[config.mk]
export PLATFORM = sky130hd
export DESIGN_NAME = uart_rx_frame_flat
export DESIGN_NICKNAME = d
export VERILOG_FILES = /design/src/rtl/uart_rx_frame_if.sv /design/src/rtl/uart_rx_frame.sv /design/src/flat_wrapper.sv
export SDC_FILE = /design/constraint.sdc
export NUM_CORES = 1
export LEC_CHECK = 0
export ABC_AREA = 0
export CORE_MARGIN = 5
export CORE_UTILIZATION = 35
export CTS_CLUSTER_DIAMETER = 40
export DETAILED_ROUTE_END_ITERATION = 8
export PLACE_DENSITY_LB_ADDON = 0.1
export RECOVER_POWER = 50
export SETUP_SLACK_MARGIN = 0.05
export SLEW_MARGIN = 20
export SYNTH_ARGS = -nofsm -noshare
export SYNTH_HDL_FRONTEND = slang
export SYNTH_SLANG_ARGS = --single-unit
[constraint.sdc]
create_clock -name CLK -period 5.2 [get_ports CLK]
set_clock_uncertainty 0.2 [all_clocks]
set_input_delay 1.04 -clock CLK [delete_from_list [all_inputs] [get_ports CLK]]
set_output_delay 1.04 -clock CLK [all_outputs]
set_load 0.01 [all_outputs]
[src/rtl/uart_rx_frame_if.sv]
// Interface bundling the UART receiver serial input, frame configuration
// and the received-byte outputs that go to the register file / FIFO.
interface uart_rx_frame_if #(
  parameter int DATA_WIDTH = 8,
  parameter int PRESC_W    = 6
);
  logic                  RX_IN;
  logic                  PAR_EN;
  logic                  PAR_TYP;
  logic [PRESC_W-1:0]    Prescale;
  logic [DATA_WIDTH-1:0] P_DATA;
  logic                  DATA_VALID;
  logic                  PAR_ERR;
  logic                  STP_ERR;

  modport master (
    output RX_IN, PAR_EN, PAR_TYP, Prescale,
    input  P_DATA, DATA_VALID, PAR_ERR, STP_ERR
  );

  modport slave (
    input  RX_IN, PAR_EN, PAR_TYP, Prescale,
    output P_DATA, DATA_VALID, PAR_ERR, STP_ERR
  );
endinterface

[src/rtl/uart_rx_frame.sv]
// UART frame receiver: oversampled start / 8 data (LSB first) / optional parity /
// stop, 2-of-3 majority per bit, single-cycle valid / error pulses.
module uart_rx_frame #(
  parameter int DATA_WIDTH = 8,
  parameter int PRESC_W    = 6
) (
  input  logic           CLK,
  input  logic           RST,
  uart_rx_frame_if.slave bus
);
  localparam int BCW = $clog2(DATA_WIDTH);

  typedef enum logic [2:0] {S_IDLE, S_START, S_DATA, S_PARITY, S_STOP} state_t;

  state_t                r_state;
  state_t                w_next;
  logic                  r_sync1;
  logic                  r_rx_s;
  logic [PRESC_W-1:0]    r_presc;
  logic                  r_par_en;
  logic                  r_par_typ;
  logic [PRESC_W-1:0]    r_edge_cnt;
  logic [BCW-1:0]        r_bit_cnt;
  logic                  r_s0;
  logic                  r_s1;
  logic                  r_bit;
  logic [DATA_WIDTH-1:0] r_shift;
  logic                  r_par_bit;
  logic [DATA_WIDTH-1:0] r_data;
  logic                  r_valid;
  logic                  r_par_err;
  logic                  r_stp_err;

  logic [PRESC_W-1:0]    w_half;
  logic                  w_bit_end;
  logic                  w_eval;
  logic                  w_exp_par;
  logic                  w_par_bad;
  logic                  w_stp_bad;
  logic                  w_take;

  function automatic logic [PRESC_W-1:0] legal_presc(input logic [PRESC_W-1:0] p);
    case (p)
      PRESC_W'(8), PRESC_W'(16), PRESC_W'(32): return p;
      default:                                 return PRESC_W'(8);
    endcase
  endfunction

  function automatic logic maj3(input logic a, input logic b, input logic c);
    return (a & b) | (a & c) | (b & c);
  endfunction

  always_ff @(posedge CLK) begin
    if (RST) begin
      r_sync1 <= 1'b1;
      r_rx_s  <= 1'b1;
    end else begin
      r_sync1 <= bus.RX_IN;
      r_rx_s  <= r_sync1;
    end
  end

  always_comb begin
    w_next    = r_state;
    w_half    = r_presc >> 1;
    w_bit_end = (r_edge_cnt == r_presc - PRESC_W'(1));
    w_eval    = (r_state == S_STOP) && (r_edge_cnt == w_half + PRESC_W'(2));
    w_exp_par = r_par_typ ? ~^r_shift : ^r_shift;
    w_par_bad = r_par_en && (r_par_bit != w_exp_par);
    w_stp_bad = ~r_bit;
    w_take    = w_eval && !w_par_bad && !w_stp_bad;
    case (r_state)
      S_IDLE:   if (!r_rx_s) w_next = S_START;
      S_START:  if (w_bit_end) w_next = r_bit ? S_IDLE : S_DATA;
      S_DATA:   if (w_bit_end && (r_bit_cnt == BCW'(DATA_WIDTH - 1)))
                  w_next = r_par_en ? S_PARITY : S_STOP;
      S_PARITY: if (w_bit_end) w_next = S_STOP;
      S_STOP:   if (w_eval) w_next = S_IDLE;
      default:  w_next = S_IDLE;
    endcase
  end

  always_ff @(posedge CLK) begin
    if (RST) r_state <= S_IDLE;
    else     r_state <= w_next;
  end

  always_ff @(posedge CLK) begin
    if (RST) begin
      r_presc    <= PRESC_W'(8);
      r_par_en   <= 1'b0;
      r_par_typ  <= 1'b0;
      r_edge_cnt <= '0;
      r_bit_cnt  <= '0;
      r_s0       <= 1'b1;
      r_s1       <= 1'b1;
      r_bit      <= 1'b1;
      r_shift    <= '0;
      r_par_bit  <= 1'b0;
      r_data     <= '0;
      r_valid    <= 1'b0;
      r_par_err  <= 1'b0;
      r_stp_err  <= 1'b0;
    end else begin
      r_valid   <= w_take;
      r_par_err <= w_eval && w_par_bad;
      r_stp_err <= w_eval && w_stp_bad;
      if (w_take) r_data <= r_shift;

      if (r_state == S_IDLE) begin
        // The cycle that sees rx_s low is edge 0 of the start bit, so START opens at 1.
        r_presc    <= legal_presc(bus.Prescale);
        r_par_en   <= bus.PAR_EN;
        r_par_typ  <= bus.PAR_TYP;
        r_edge_cnt <= PRESC_W'(1);
        r_bit_cnt  <= '0;
      end else begin
        r_edge_cnt <= w_bit_end ? '0 : r_edge_cnt + PRESC_W'(1);
        if (r_edge_cnt == w_half - PRESC_W'(1)) r_s0 <= r_rx_s;
        if (r_edge_cnt == w_half)               r_s1 <= r_rx_s;
        if (r_edge_cnt == w_half + PRESC_W'(1)) r_bit <= maj3(r_s0, r_s1, r_rx_s);
        if (r_state == S_DATA && w_bit_end) begin
          r_shift[r_bit_cnt] <= r_bit;
          r_bit_cnt          <= r_bit_cnt + BCW'(1);
        end
        if (r_state == S_PARITY && w_bit_end) r_par_bit <= r_bit;
      end
    end
  end

  assign bus.P_DATA     = r_data;
  assign bus.DATA_VALID = r_valid;
  assign bus.PAR_ERR    = r_par_err;
  assign bus.STP_ERR    = r_stp_err;
endmodule
[src/flat_wrapper.sv]
// flat-port wrapper written by rule: the top's interface ports become plain ports
module uart_rx_frame_flat 
#(
  parameter int DATA_WIDTH = 8,
  parameter int PRESC_W    = 6
)
  (CLK, RST, bus_RX_IN, bus_PAR_EN, bus_PAR_TYP, bus_Prescale, bus_P_DATA, bus_DATA_VALID, bus_PAR_ERR, bus_STP_ERR);
  uart_rx_frame_if #(.DATA_WIDTH(DATA_WIDTH), .PRESC_W(PRESC_W)) bus_i ();
  input  logic CLK;
  input  logic RST;
  input wire logic [$bits(bus_i.RX_IN)-1:0] bus_RX_IN;
  input wire logic [$bits(bus_i.PAR_EN)-1:0] bus_PAR_EN;
  input wire logic [$bits(bus_i.PAR_TYP)-1:0] bus_PAR_TYP;
  input wire logic [$bits(bus_i.Prescale)-1:0] bus_Prescale;
  output wire logic [$bits(bus_i.P_DATA)-1:0] bus_P_DATA;
  output wire logic [$bits(bus_i.DATA_VALID)-1:0] bus_DATA_VALID;
  output wire logic [$bits(bus_i.PAR_ERR)-1:0] bus_PAR_ERR;
  output wire logic [$bits(bus_i.STP_ERR)-1:0] bus_STP_ERR;
  assign bus_i.RX_IN = bus_RX_IN;
  assign bus_i.PAR_EN = bus_PAR_EN;
  assign bus_i.PAR_TYP = bus_PAR_TYP;
  assign bus_i.Prescale = bus_Prescale;
  assign bus_P_DATA = bus_i.P_DATA;
  assign bus_DATA_VALID = bus_i.DATA_VALID;
  assign bus_PAR_ERR = bus_i.PAR_ERR;
  assign bus_STP_ERR = bus_i.STP_ERR;
  uart_rx_frame #(.DATA_WIDTH(DATA_WIDTH), .PRESC_W(PRESC_W)) u_core (.CLK(CLK), .RST(RST), .bus(bus_i));
endmodule
After elaboration in Yosys (flattened, before gate mapping)

Cells that the tools add are included.

$add $sub $neg: 6
Magnitude comparators: 2
Equality and inequality tests: 19
Muxes and demuxes: 15
Bitwise gates (word level): 7
Reductions and logical operators: 23

Operators with widths:

| cell                  | number |
|---|---|
| $eq A6 B6 Y1          | 4 |
| $mux W3               | 6 |
| $pmux W3 S5           | 1 |
| $logic_and A1 B1 Y1   | 10 |
| $reduce_and A2 Y1     | 5 |
| $bwmux W8             | 1 |
| $ne A2 B1 Y1 const B  | 4 |
| $reduce_xnor A8 Y1    | 1 |
| $reduce_xor A8 Y1     | 1 |
| $add A5 B1 Y6 const B | 1 |
| $add A5 B2 Y6 const B | 1 |
| $add A6 B1 Y6 const B | 1 |
| $eq A3 B2 Y1 const B  | 2 |
| $eq A3 B3 Y1 const B  | 2 |
| $eq A6 B4 Y1 const B  | 1 |
| $eq A6 B5 Y1          | 1 |
| $eq A6 B5 Y1 const B  | 1 |
| $eq A6 B6 Y1 const B  | 1 |
| $mux W6               | 1 |
| $reduce_or A3 Y1      | 2 |
| $sub A5 B1 Y6 const B | 1 |
| $sub A6 B1 Y6 const B | 1 |
| $reduce_and A5 Y1     | 1 |
| $lt A3 B4 Y1 const B  | 1 |
| 14 further kinds      | 21 |

Bits in registers: 45
Input port bits: 11
Logic and storage cells: 90

Longest topological paths before layout

Gate-level depths: netlist of the first run.

Word-level depth: 7
Mapped depth: 10

Least setup slack after synthesis of the first run

OpenSTA, ideal clock, no wires.

Path kind: reg2reg
Start: register u_core.r_presc[2]
End: register u_core.r_state[1]
Arrival time: 2,077 ps
Data required time: 4,879 ps
Setup slack: 2,803 ps
Cell stages (with the launch flop): 9
Buffers on the path: 0
Cell sequence: dfxtp_1 > inv_1 > ha_1 > a21boi_1 > and3_1 > o2111a_1 > nand2_1 > o21ai_0 > mux2_2

Longest elaborated chain between the ends: 5
Elaborated cells on any way between the ends: 11
Those cells by class: add/sub: 2; eq/ne: 6; reduce/logical: 3

Ends and longest elaborated chain:

| what                                           | line                                     | text |
|---|---|---|
| start, declared                                | uart_rx_frame.sv:19                      | `logic [PRESC_W-1:0] r_presc;` |
| start signal, assigned                         | uart_rx_frame.sv:112                     | `r_presc <= legal_presc(bus.Prescale);` |
| $sub A6 B1 Y6 or $add A5 B2 Y6 (tied branches) | uart_rx_frame.sv:66, uart_rx_frame.sv:67 |  |
| $eq A6 B6 Y1 (on tied branches)                | uart_rx_frame.sv:66, uart_rx_frame.sv:67 |  |
| $logic_and A1 B1 Y1 (on tied branches)         | uart_rx_frame.sv:75, uart_rx_frame.sv:67 |  |
| $ne A2 B1 Y1 (no line)                         | n/a                                      |  |
| $reduce_and A5 Y1 (no line) *                  | n/a                                      |  |
| end signal, assigned                           | uart_rx_frame.sv:85                      | `else r_state <= w_next;` |
| end, declared                                  | uart_rx_frame.sv:15                      | `state_t r_state;` |

Every way passes the cells marked *; elsewhere a longest branch is shown, timed or not.
A chain may end at the register's enable or synchronous reset.

Worst setup path after layout of the first run

Start: register u_core.r_presc[2]
End: register u_core.r_s0

Longest elaborated chain between the ends: 3

Ends and longest elaborated chain:

| what                        | line                 | text |
|---|---|---|
| $sub A5 B1 Y6               | uart_rx_frame.sv:119 | `if (r_edge_cnt == w_half - PRESC_W'(1)) r_s0 <= r_rx_s;` |
| $eq A6 B6 Y1                | uart_rx_frame.sv:119 |  |
| $reduce_and A2 Y1 (no line) | n/a                  |  |
| end signal, assigned        | uart_rx_frame.sv:119 |  |
| end, declared               | uart_rx_frame.sv:24  | `logic r_s0;` |

No other way between the ends.

==> results of run 1 <==
-- area by class of cell --
type / count / area [um2]
Clock buffer: 6 / 72.57
Clock inverter: 2 / 38.79
Fill cell: 749 / 4263
Inverter: 12 / 45.04
Multi-Input combinational cell: 223 / 1506
Sequential cell: 45 / 900.9
Tap cell: 99 / 123.9
Timing Repair Buffer: 24 / 225.2
-- worst max-delay path, stage by stage (launching register included) --
cell and delay (ns):
dfxtp_1 0.44, inv_1 0.17, ha_1 0.29, xnor2_1 0.14, a21oi_1 0.15, o21ai_0 0.10, a2111oi_0 0.78, a21boi_0 0.21
a311o_1 0.35
-- stage by stage --
stage / cells / util, % / hold slack [ns]
3_3_place_gp: 403 / 39.15 / 0.1938
3_5_place_dp: 403 / 39.15 / 0.1949
4_1_cts: 411 / 40.70 / 0.2174
6_report: 411 / 40.59 / 0.2157
2_1_floorplan: 299 / - / 0.1895
5_1_grt: 411 / 40.59 / 0.2311
-- where the power goes --
part	total (mW)	switching (mW)	internal, mW	leakage (nW)
Combinational	0.0371	0.0186	0.0185	0.778
Sequential	0.353	0.00578	0.348	0.364
Clock	0.266	0.122	0.144	0.0554
Total	0.657	0.146	0.511	1.20
-- registers in the layout, summed over array words and instances, names as in the netlist --
name / count
u_core.bus.P_DATA: 8
u_core.r_shift: 8
u_core.r_edge_cnt: 6
u_core.r_presc: 6
u_core.r_bit_cnt: 3
u_core.r_state: 3
u_core.bus.DATA_VALID: 1
u_core.bus.PAR_ERR: 1
u_core.bus.STP_ERR: 1
u_core.r_bit: 1
u_core.r_par_bit: 1
u_core.r_par_en: 1
u_core.r_par_typ: 1
u_core.r_rx_s: 1
u_core.r_s0: 1
u_core.r_s1: 1
u_core.r_sync1: 1
-- cells by family (layout without fill, tap and decap cells) --
logic type | after synthesis | count (layout) | synth area share, %
compound gates | 47 | 47 | 11.90
xor+xnor | 33 | 33 | 12.19
fa+ha+maj | 11 | 11 | 5.310
buf+inv | 31 | 44 | 5.408
flops | 45 | 45 | 35.40
mux | 14 | 14 | 5.555
simple gates | 118 | 118 | 24.24
-- final timing paths --
check / startpoint / to / depth (start not counted)
worst max-delay path: u_core.r_presc[2] / u_core.r_s0 / 8
worst min register to register: u_core.r_sync1 / u_core.r_rx_s / 1
worst min-delay path: u_core.r_sync1 / u_core.r_rx_s / 1
worst max register to register: u_core.r_presc[2] / u_core.r_s0 / 8
-- placed cells by master, fill, tap and decap left out, drive strengths merged, types with 2 or more instances in the layout --
master and count:
and3 8, nor2 30, dfxtp 45, clkbuf 8, ha 10, or2 2
inv 12, xnor2 18, clkdlybuf4s50 9, nand3 11, nand2b 7, nand4 8
nor3 10, a21oi 17, xor2 14, or4 2, nand2 15, a21boi 3
nor2b 10, mux2i 13, nor3b 3, nand3b 3, or3 5, dlygate4sd3 12
o31ai 3, o21ai 11
-- per-layer routing --
layer | GRT usage (%) | up-vias | share of wire (%)
met3 | 2.762 | 4 | 4.0
met5 | 0 | - | 0
met2 | 18.37 | 37 | 41
met4 | 3.966 | 0 | 1.1
li1 | - | 1056 | -
met1 | 18.54 | 923 | 54
-- Yosys cell counts, types with 2 or more instances --
master    count
inv_1        12
nand3_1      11
xor2_1       13
or4_1         2
clkbuf_1     11
or3_1         5
nand2_1      15
nand4_1       8
nor3b_1       3
nand3b_1      3
buf_4         2
or2_2         2
ha_1         10
nand2b_1      7
a21oi_1      17
mux2i_1      13
nor3_1       10
nor2b_1      10
xnor2_1      18
o21ai_0      11
nor2_1       30
o31ai_1       3
dfxtp_1      45
buf_2         5
and3_1        8
a21boi_0      2
==> results.toml, run 1 <==
[synthesis]
yosys.cell_types.count = 49
syn_avg_cell_area_um2 = 8.512
ys.flop_type = "dfxtp_1"
synthTopCellsByArea = "dfxtp_1 35%, xnor2_1 6.2%, mux2i_1 5.1%"
ys_ff_latch = 45
synth-edff-count = 0
syn_inst = 299
syn_nets = 320
synth_top_cell_by_area = "dfxtp_1"
ys_seq_area_share_pct = 35.40
synthArstFlopShare_pct = 0
post_synth_instance_area_um2 = 2545
yosysWarnings = 0
synth_top_area_share_pct = 35.40

[sta]
finalSetupViolCount = 0
drv_slew = 0
setup_ws_ns = 2.252
relSlewSlack_pct = 40.40
max_slew.worst_pin.slew_ns = 0.8714
timing.fmax_mhz = 339.2
tns_ns = 0
rsz0062_at_grt = "no"
period_minus_slack_ns = 2.948
period_share_pct = 56.70
final_hold_viol_count = 0

[cts]
clockBufferDepth = 2
post_cts_buffers = 0
clock_latency_ns = 0.30
cts.htree.levels = 2
cts_tree = "yes"
clk_pin_slew_worst_paths_ns = 0.09
cts_resized = 0
cts_sinks = 45
root_buffer = "clkbuf_8"
cts_buffers = 5
postCtsHoldBufs = 0

[setup_path]
crit_path_start_kind = "flip-flop"
required_ns = 5.18
r2r_slack_ns = 2.25
cp.arrival_ns = 2.93
path_max_fanout = 6
critPathCaptureType = "flip-flop"
crit_type = "flip-flop to flip-flop"

[cells_and_area]
area_delta_synth_final_pct = 14.45
n_antenna_cell = 0
stdcell_area_um2 = 2913
final_layout_size_suffix_gt1_share_pct = 4.808
nets = 332

[drt]
drt-total-wl_um = 5478
detail-route-antenna-nets = 0
drcViolationCount = 0
vias_per_cell = 4.915
drtIter0Drc = 125
num_vias = 2020
drt_first_pass_iters = 4
wl_per_cell_um = 13.33

[place]
hpwl_um = 4041
numPortBuffers = 21
gp_congestion = 0.8314
dp_slack_ns = 2.218
place_area_um2 = 2809

[floorplan]
core_um2 = 7176
start_util_pct = 35.47
die-area_um2 = 9076
die_w_um = 95.27
rows = 31
io_pins = 22
die_height_um = 95.27

[global_routing]
overflow = 0
antenna_found_initial = 0
grt_usage_pct = 12.67
grt_pass1_vias = 1799
grt_max_degree = 22
grt_pass1_wl_um = 8983

[power_and_ir_drop]
p_per_area_nw_per_um2 = 225.4
ir_drop_mv = 0.1172
power_mw = 0.6566
leakage_nw = 1.198

[outcome]
status = "finished clean"

[job]
cap_violations = 0

[worst_hold_path]
hp-class = "flip-flop to flip-flop"
(Power assumes the default switching activity.)
==> run 2: changes to the inputs <==
- clock period: 5.2 -> 3.1 ns (I/O delays scaled with it)
==> run 2 against run 1 <==
  * Sequential power rose by 68%
  * Total power rose by 57%
  * Worst setup slack got worse by 2.0 ns
  * Combinational power rose by 68%
  * Routed wire length rose by 1.4%
  * Critical path depth did not move
  * Count of clock-buffer cells in the layout fell by 1
  * Worst hold slack improved by 0.0024 ns
  * Utilization barely moved
  * Register-to-register slack got worse by 2.0 ns
  * Final cell count rose by 0.49%
  * Non-clock buffer count rose by 2
  * Largest cell class unchanged
  * Largest power group unchanged
==> results.toml, run 2 (synthesis gave the netlist of run 1 again) <==
[outcome]
status = "finished clean"

[setup_path]
reg2regPathDepth = 8
crit_type = "flip-flop to flip-flop"
critPathCaptureType = "flip-flop"
r2r-end = "u_core.r_state[1]"
required_ns = 3.09
cp.arrival_ns = 2.79
path_max_fanout = 6
crit_path_start_kind = "flip-flop"
r2r_slack_ns = 0.29
r2r-start = "u_core.r_presc[2]"

[floorplan]
die_height_um = 95.27
die_w_um = 95.27
die-area_um2 = 9076
start_util_pct = 35.47
core_um2 = 7176
io_pins = 22
rows = 31

[power_and_ir_drop]
ir_drop_mv = 0.2027
leakage_nw = 1.200
power_mw = 1.030
p_per_area_nw_per_um2 = 353.8

[drt]
wl_per_cell_um = 13.46
detail-route-antenna-nets = 0
drt-total-wl_um = 5557
drtIter0Drc = 139
drcViolationCount = 0
drt_first_pass_iters = 4
vias_per_cell = 4.918
num_vias = 2031

[place]
dpl.cell_count = 405
hpwl_um = 4052
gp_congestion = 0.8252
dp_slack_ns = 0.3160
numPortBuffers = 21
place_area_um2 = 2824

[sta]
hold_ws_ns = 0.2181
finalSetupViolCount = 0
setup_ws_ns = 0.2941
relSlewSlack_pct = 35.94
period_minus_slack_ns = 2.806
tns_ns = 0
drv_slew = 0
period_share_pct = 90.51
timing.fmax_mhz = 356.4
final_hold_viol_count = 0
max_slew.worst_pin.slew_ns = 0.9609
rsz0062_at_grt = "no"

[cells_and_area]
fin_util_pct = 40.56
multi_input_area_um2 = 1506
nets = 334
fin_cells = 413
fillers = 738
seqCellArea_um2 = 900.9
area_delta_synth_final_pct = 14.36
layout_commonest_cell = "dfxtp_1"
stdcell_area_um2 = 2910
n_antenna_cell = 0
final_layout_size_suffix_gt1_share_pct = 6.051
layout_common_cells = "45 x dfxtp_1, 30 x nor2_1, 18 x xnor2_1, 17 x a21oi_1, 15 x nand2_1"

[cts]
clockBufferDepth = 2
postCtsHoldBufs = 0
cts.htree.levels = 2
post_cts_buffers = 0
root_buffer = "clkbuf_8"
cts_tree = "yes"
cts_buffers = 5
cts_sinks = 45
cts_resized = 0
clock_latency_ns = 0.30
clk_pin_slew_worst_paths_ns = 0.10

[worst_hold_path]
hp-class = "flip-flop to flip-flop"
min_to = "u_core.r_rx_s"
min_path_cells = 1
min_from = "u_core.r_sync1"

[global_routing]
grt_usage_pct = 13.49
grt_pass1_vias = 1864
overflow = 0
grt_pass1_wl_um = 9508
grt_max_degree = 25
antenna_found_initial = 0

[job]
cap_violations = 0
==> run 2: cell types whose count changed in the layout (fill, tap and decap cells not counted), sizes merged <==
cell      before  now
buf            1    4
clkbuf         8    6
bufinv         1    0
clkinvlp       0    1
inv           12   13
==> run 2: power breakdown <==
| group | leakage, nW | total [mW] | switching, mW | internal, mW |
|---|---|---|---|---|
| Combinational | 0.792 | 0.0624 | 0.0309 | 0.0316 |
| Sequential | 0.364 | 0.593 | 0.0102 | 0.583 |
| Clock | 0.0445 | 0.374 | 0.213 | 0.160 |
| Total | 1.20 | 1.03 | 0.255 | 0.775 |
==> run 2: worst max path at each step <==
| stage | startpoint | to | depth (start not counted) |
|---|---|---|---|
| 6_report | u_core.r_presc[2] | u_core.r_state[1] | 8 |
| 5_1_grt | u_core.r_presc[2] | u_core.r_state[1] | 8 |
| 4_1_cts | u_core.r_presc[2] | u_core.r_state[1] | 8 |
| 3_5_place_dp | u_core.r_presc[2] | u_core.r_state[1] | 8 |
| 3_3_place_gp | u_core.r_presc[2] | u_core.r_state[1] | 8 |
| 2_1_floorplan | u_core.r_presc[2] | u_core.r_state[1] | 8 |
==> run 2: metal layers <==
metal  wire (um)  up-vias  track usage (%)  share of wire, %
met2        2326       50            18.48                42
li1            -     1063                -                 -
met5           0        -                0                 0
met3         257        8            3.394               4.6
met1        2901      910            20.63                52
met4          72        0            3.606               1.3
==> run 2: cell type report <==
type                    instances  area share (%)
clock buffers                   5           2.365
clock inverters                 3          0.7309
inverters                      12           1.548
multi-input cells             223           51.76
flip-flops and latches         45           30.95
well taps                      99           4.256
repair buffers                 26           8.383
==> run 2: critical path, cell delays in order, from the launching register on <==
cell and delay (ns):
dfxtp_1 0.39, inv_1 0.21, ha_1 0.28, a21boi_1 0.29, and3_1 0.20, o2111a_1 0.28
nand2_1 0.19, o21ai_0 0.30, mux2_2 0.37
==> RTL edit 1 (flow settings as in run 1) <==
The 5 states of `state_t` get a Gray code encoding in 3 bits.
--- a/src/rtl/uart_rx_frame.sv
+++ b/src/rtl/uart_rx_frame.sv
@@ -12,3 +12,3 @@
 
-  typedef enum logic [2:0] {S_IDLE, S_START, S_DATA, S_PARITY, S_STOP} state_t;
+  typedef enum logic [2:0] {S_IDLE = 3'b000, S_START = 3'b001, S_DATA = 3'b011, S_PARITY = 3'b010, S_STOP = 3'b110} state_t;
 
Formal check against the unedited RTL: same outputs for any inputs over 10 cycles, from zero or initial values and one cycle with RST high; not proved beyond that.
==> RTL edit 1 against run 1 <==
The run now ends with capacitance limit, slew limit left; design area grew 1.6%; setup slack lost 0.77 ns; routed wire length grew 4.2%; sequential cell count is the same; power grew 3.3%; area after synthesis grew 1.2%; via count is essentially flat; sequential share of layout area shrank 0.48 points; critical endpoint is now u_core.bus.P_DATA[1]; highest routed layer unchanged.
==> RTL edit 1: results (changes against run 1) <==
drt via density=5.01 (+1.9%); Final Hold Slack=0.219 ns (+0.00297 ns); post-CTS setup buffer count=0 (unchanged); Top Family by Delay on Critical Path=buffers and inverters; status=finished, violations left; Clock Pin Slew Worst Setup and Hold Paths=0.11 ns (+0.02 ns); register area share after synthesis=35.0% (-0.43 points); CTS resizes=0 (unchanged); register-to-register setup slack=2.08 ns (-0.17 ns); Clock Latency Late Sink=0.32 ns (+0.02 ns); first-pass GRT wire length=9670 um (+7.7%); Final Max Tran Viols=49 (+49); Final HPWL DP=4110 um (+1.8%); ANT cells=0 (unchanged); syn nets=313 (-2.2%); area share of fa/ha/maj cells after synthesis=4.86% (-0.45 points); CP Max Fanout=48 (+42); vias in the first global route=1903 (+5.8%); total CTS buffers=5 (unchanged); unique cell type count in the Yosys netlist=43 (-12%); DRT iter0 DRCs=71 (-43%); slowest cell on the critical path=clkbuf_1; GPL Wtd Cong=0.755 (-9.2%); CP Data Arrival Time=3.74 ns (+0.81 ns); synth cell count leaders=45 x dfxtp_1, 23 x nand2_1, 21 x xnor2_1; CP max stage delay=1.28 ns (+0.50 ns); filler instances=764 (+2.0%); PortBufs=21 (unchanged); H-tree Lvls=2 (unchanged); largest net degree at the start of global routing=49 (+120%); post-synthesis mux area share=5.44% (-0.12 points); ys async rst share=0% (unchanged); Setup WS pre-CTS=2.03 ns (-0.183 ns); nets=324 (-2.4%); routed len/inst=14.2 um (+6.3%); Static Leak=0.00121 uW (+1.4%); root buf cell=clkbuf_8; R2R depth=8 (unchanged); Min-Delay Endpoint=u_core.r_rx_s; violated checks=capacitance limit, slew limit; hold path depth=1 (unchanged); Max Cap Viol=1 (+1); FF-to-FF End=u_core.r_state[2]; Yosys Warn Count=0 (unchanged); initial antenna violation count=0 (unchanged); Worst VDD drop=118 uV (+0.54%); Post-Synth XOR/XNOR Area=13.1% (+0.87 points); TritonRoute pass-1 iters=5 (+1); Tightest Pin Transition=1.78 ns (+0.909 ns); share of post-route cells with drive strength above 1=5.26% (+0.46 points); post-synthesis compound-gate area fraction=8.74% (-3.2 points); FF-to-FF Start=u_core.r_presc[2]; leading post-synthesis cells by cell area=dfxtp_1 35%, xnor2_1 7.1%, mux2i_1 5.4%; All-Layer GR Usage=13.6% (+0.89 points); Clock Path Buffers=2 (unchanged)
[RTL edit 1: changes by cell type in the layout (fill, tap and decap cells not counted), sizes merged, moves of 5 or more]
cell,run 1,this run
nor2,30,16
a211o,0,9
nor2b,10,1
nor4b,0,9
and3b,0,8
nand2,15,23
nand2b,7,15
nor4,1,9
a21oi,17,10
and3,8,2
nand4,8,2
nand3,11,6
[RTL edit 1: final cells by class]
class | count | area share (%)
Timing Repair Buffer | 23 | 7.48
Multi-Input combinational cell | 217 | 52.5
Clock inverter | 3 | 1.69
Tap cell | 99 | 4.19
Clock buffer | 5 | 2.33
Inverter | 11 | 1.40
Sequential cell | 45 | 30.4
[RTL edit 1: worst max path at each step]
stage	start	endpoint	slack (ns)	cells past startpoint
after CTS	u_core.r_presc[2]	u_core.r_bit_cnt[0]	2.07	8
final	RST	u_core.bus.P_DATA[1]	1.48	4
after global placement	RST	u_core.bus.PAR_ERR	2.03	4
after floorplan	u_core.r_presc[2]	u_core.r_shift[3]	2.47	10
after global routing	RST	u_core.bus.P_DATA[1]	1.15	4
after detailed placement	RST	u_core.bus.PAR_ERR	2.03	4
[RTL edit 1: per-stage QoR]
stage	util [%]	instance area, um2	std cells	power, uW
5_1_grt	41.0	2960	403	703
4_1_cts	41.1	2960	403	684
6_report	41.0	2960	403	678
3_3_place_gp	39.4	2840	395	402
2_1_floorplan	-	2580	292	386
3_5_place_dp	39.4	2840	395	402
[RTL edit 1: layer usage]
metal	vias up	share of wire, %	global-route usage [%]
met5	-	0	0
met4	0	0.96	4.27
met3	4	2.3	2.66
li1	1046	-	-
met2	16	50	22.7
met1	952	47	17.5
[RTL edit 1: where the power goes]
group	internal, uW	switching [uW]
sequential	348	5.08
combinational	19.3	21.2
clock	148	137
total	515	164
==> RTL edit 2 (config.mk and constraints of run 1) <==
Made on the original files. `PRESC_W` is set to 6 in 3 places; all go to 12.
--- a/src/rtl/uart_rx_frame_if.sv
+++ b/src/rtl/uart_rx_frame_if.sv
@@ -4,3 +4,3 @@
   parameter int DATA_WIDTH = 8,
-  parameter int PRESC_W    = 6
+  parameter int PRESC_W    = 12
 );
--- a/src/rtl/uart_rx_frame.sv
+++ b/src/rtl/uart_rx_frame.sv
@@ -4,3 +4,3 @@
   parameter int DATA_WIDTH = 8,
-  parameter int PRESC_W    = 6
+  parameter int PRESC_W    = 12
 ) (
--- a/src/flat_wrapper.sv
+++ b/src/flat_wrapper.sv
@@ -4,3 +4,3 @@
   parameter int DATA_WIDTH = 8,
-  parameter int PRESC_W    = 6
+  parameter int PRESC_W    = 12
 )
Interface: changed (resized bus_Prescale); port bits go from 22 to 28. The function was not compared with the original's and may differ.
==> RTL edit 2 against run 1 <==
Sequential power grew 26%; power grew 39%; sequential cell count grew 12; area after synthesis grew 42%; final cell count grew 45%; routed wire length grew 58%; combinational power grew 3%; count of clock-buffer cells in the layout grew 8; design area grew 42%; setup slack lost 0.33 ns; global-route usage grew 1.7 points; critical path type unchanged; synthesized cell count grew 49%; die area grew 37%.
==> RTL edit 2: results (changes against run 1) <==
post-route insts no fill=597 (+45%); drt via density=5.07 (+3.1%); TritonRoute pass-1 iters=4 (unchanged); register area share after synthesis=31.5% (-3.9 points); largest net degree at the start of global routing=24 (+9.1%); CP max stage delay=0.56 ns (-0.22 ns); Top Family by Delay on Critical Path=simple AND/OR/NAND/NOR gates; met2 wire length=3670 um (+65%); Worst VDD drop=106 uV (-9.7%); Met3 Wirelength=355 um (+61%); status=complete, no violations; initial antenna violation count=0 (unchanged); nets=481 (+45%); vias in the first global route=2943 (+64%); first-pass GRT wire length=14800 um (+65%); Final HPWL DP=6520 um (+61%); register-to-register setup slack=1.92 ns (-0.33 ns); placed insts=581 (+44%); PortBufs=27 (+29%); CTS resizes=0 (unchanged); syn nets=472 (+48%); All-Layer GR Usage=14.4% (+1.7 points); Tmin final=3.28 ns (+0.328 ns); GPL Wtd Cong=0.840 (+1.0%); CP Data Arrival Time=3.29 ns (+0.36 ns); Avg Cell Area, Syn=8.10 um2 (-4.9%); synth cell count leaders=57 x dfxtp_1, 49 x nand2_1, 48 x nor2_1; CP Max Fanout=15 (+9); Clock Latency Late Sink=0.34 ns (+0.04 ns); routed len/inst=14.5 um (+8.8%); Clock Pin Slew Worst Setup and Hold Paths=0.06 ns (-0.03 ns); H-tree Lvls=3 (+1); M1 WL=4500 um (+51%); total CTS buffers=9 (+4); leading post-synthesis cells by cell area=dfxtp_1 32%, mux2i_1 7.7%, xnor2_1 7.5%; Static Leak=0.00169 uW (+41%); Tightest Pin Transition=0.710 ns (-0.161 ns); Setup WS pre-CTS=1.77 ns (-0.444 ns); slowest cell on the critical path=and4_1; ANT cells=0 (unchanged); unique cell type count in the Yosys netlist=55 (+12%); share of post-route cells with drive strength above 1=5.42% (+0.62 points); DRT iter0 DRCs=177 (+42%); Final Hold Slack=0.212 ns (-0.00403 ns)
==> RTL edit 2: per-layer routing <==
layer,GRT usage (%),up-vias
met3,3.59,14
met1,20.3,1382
met4,4.70,0
li1,-,1567
met5,0,-
met2,21.5,61
==> RTL edit 2: worst paths after layout <==
kind	start	end	cells after the start
worst min register to register	u_core.r_sync1	u_core.r_rx_s	1
worst max register to register	u_core.r_presc[1]	u_core.r_edge_cnt[3]	9
worst min-delay path	u_core.r_sync1	u_core.r_rx_s	1
worst max-delay path	u_core.r_presc[1]	u_core.r_edge_cnt[3]	9
==> RTL edit 2: layout make-up <==
type / instances / area, um2
well taps: 136 / 170
clock inverters: 2 / 35.0
flip-flops and latches: 57 / 1140
inverters: 10 / 37.5
fillers: 1073 / 6050
multi-input cells: 349 / 2290
repair buffers: 29 / 282
clock buffers: 14 / 173
==> RTL edit 2: cells by family (layout without fill, tap and decap cells) <==
family	Yosys count	in the layout	synth area share, %
AOI/OAI and AO/OA	41	41	7.95
DFF	57	57	31.5
adders and majority gates	9	9	3.04
xor gates and xnor gates	61	61	14.8
buffers and inverters	41	55	5.26
muxes	30	30	8.37
and+or+nand+nor	208	208	29.1
==> RTL edit 2: per-stage QoR <==
| stage | area [um2] | total power, uW |
|---|---|---|
| finish | 4130 | 915 |
| floorplan | 3620 | 473 |
| global placement | 3930 | 493 |
| CTS | 4130 | 934 |
| detailed placement | 3930 | 493 |
| global route | 4130 | 961 |
==> RTL edit 2: report_power, final <==
group	internal (uW)	switching [uW]	total, uW
Sequential	440	4.58	444
Clock	260	173	433
Combinational	19.3	19.0	38.3
Total	719	196	915
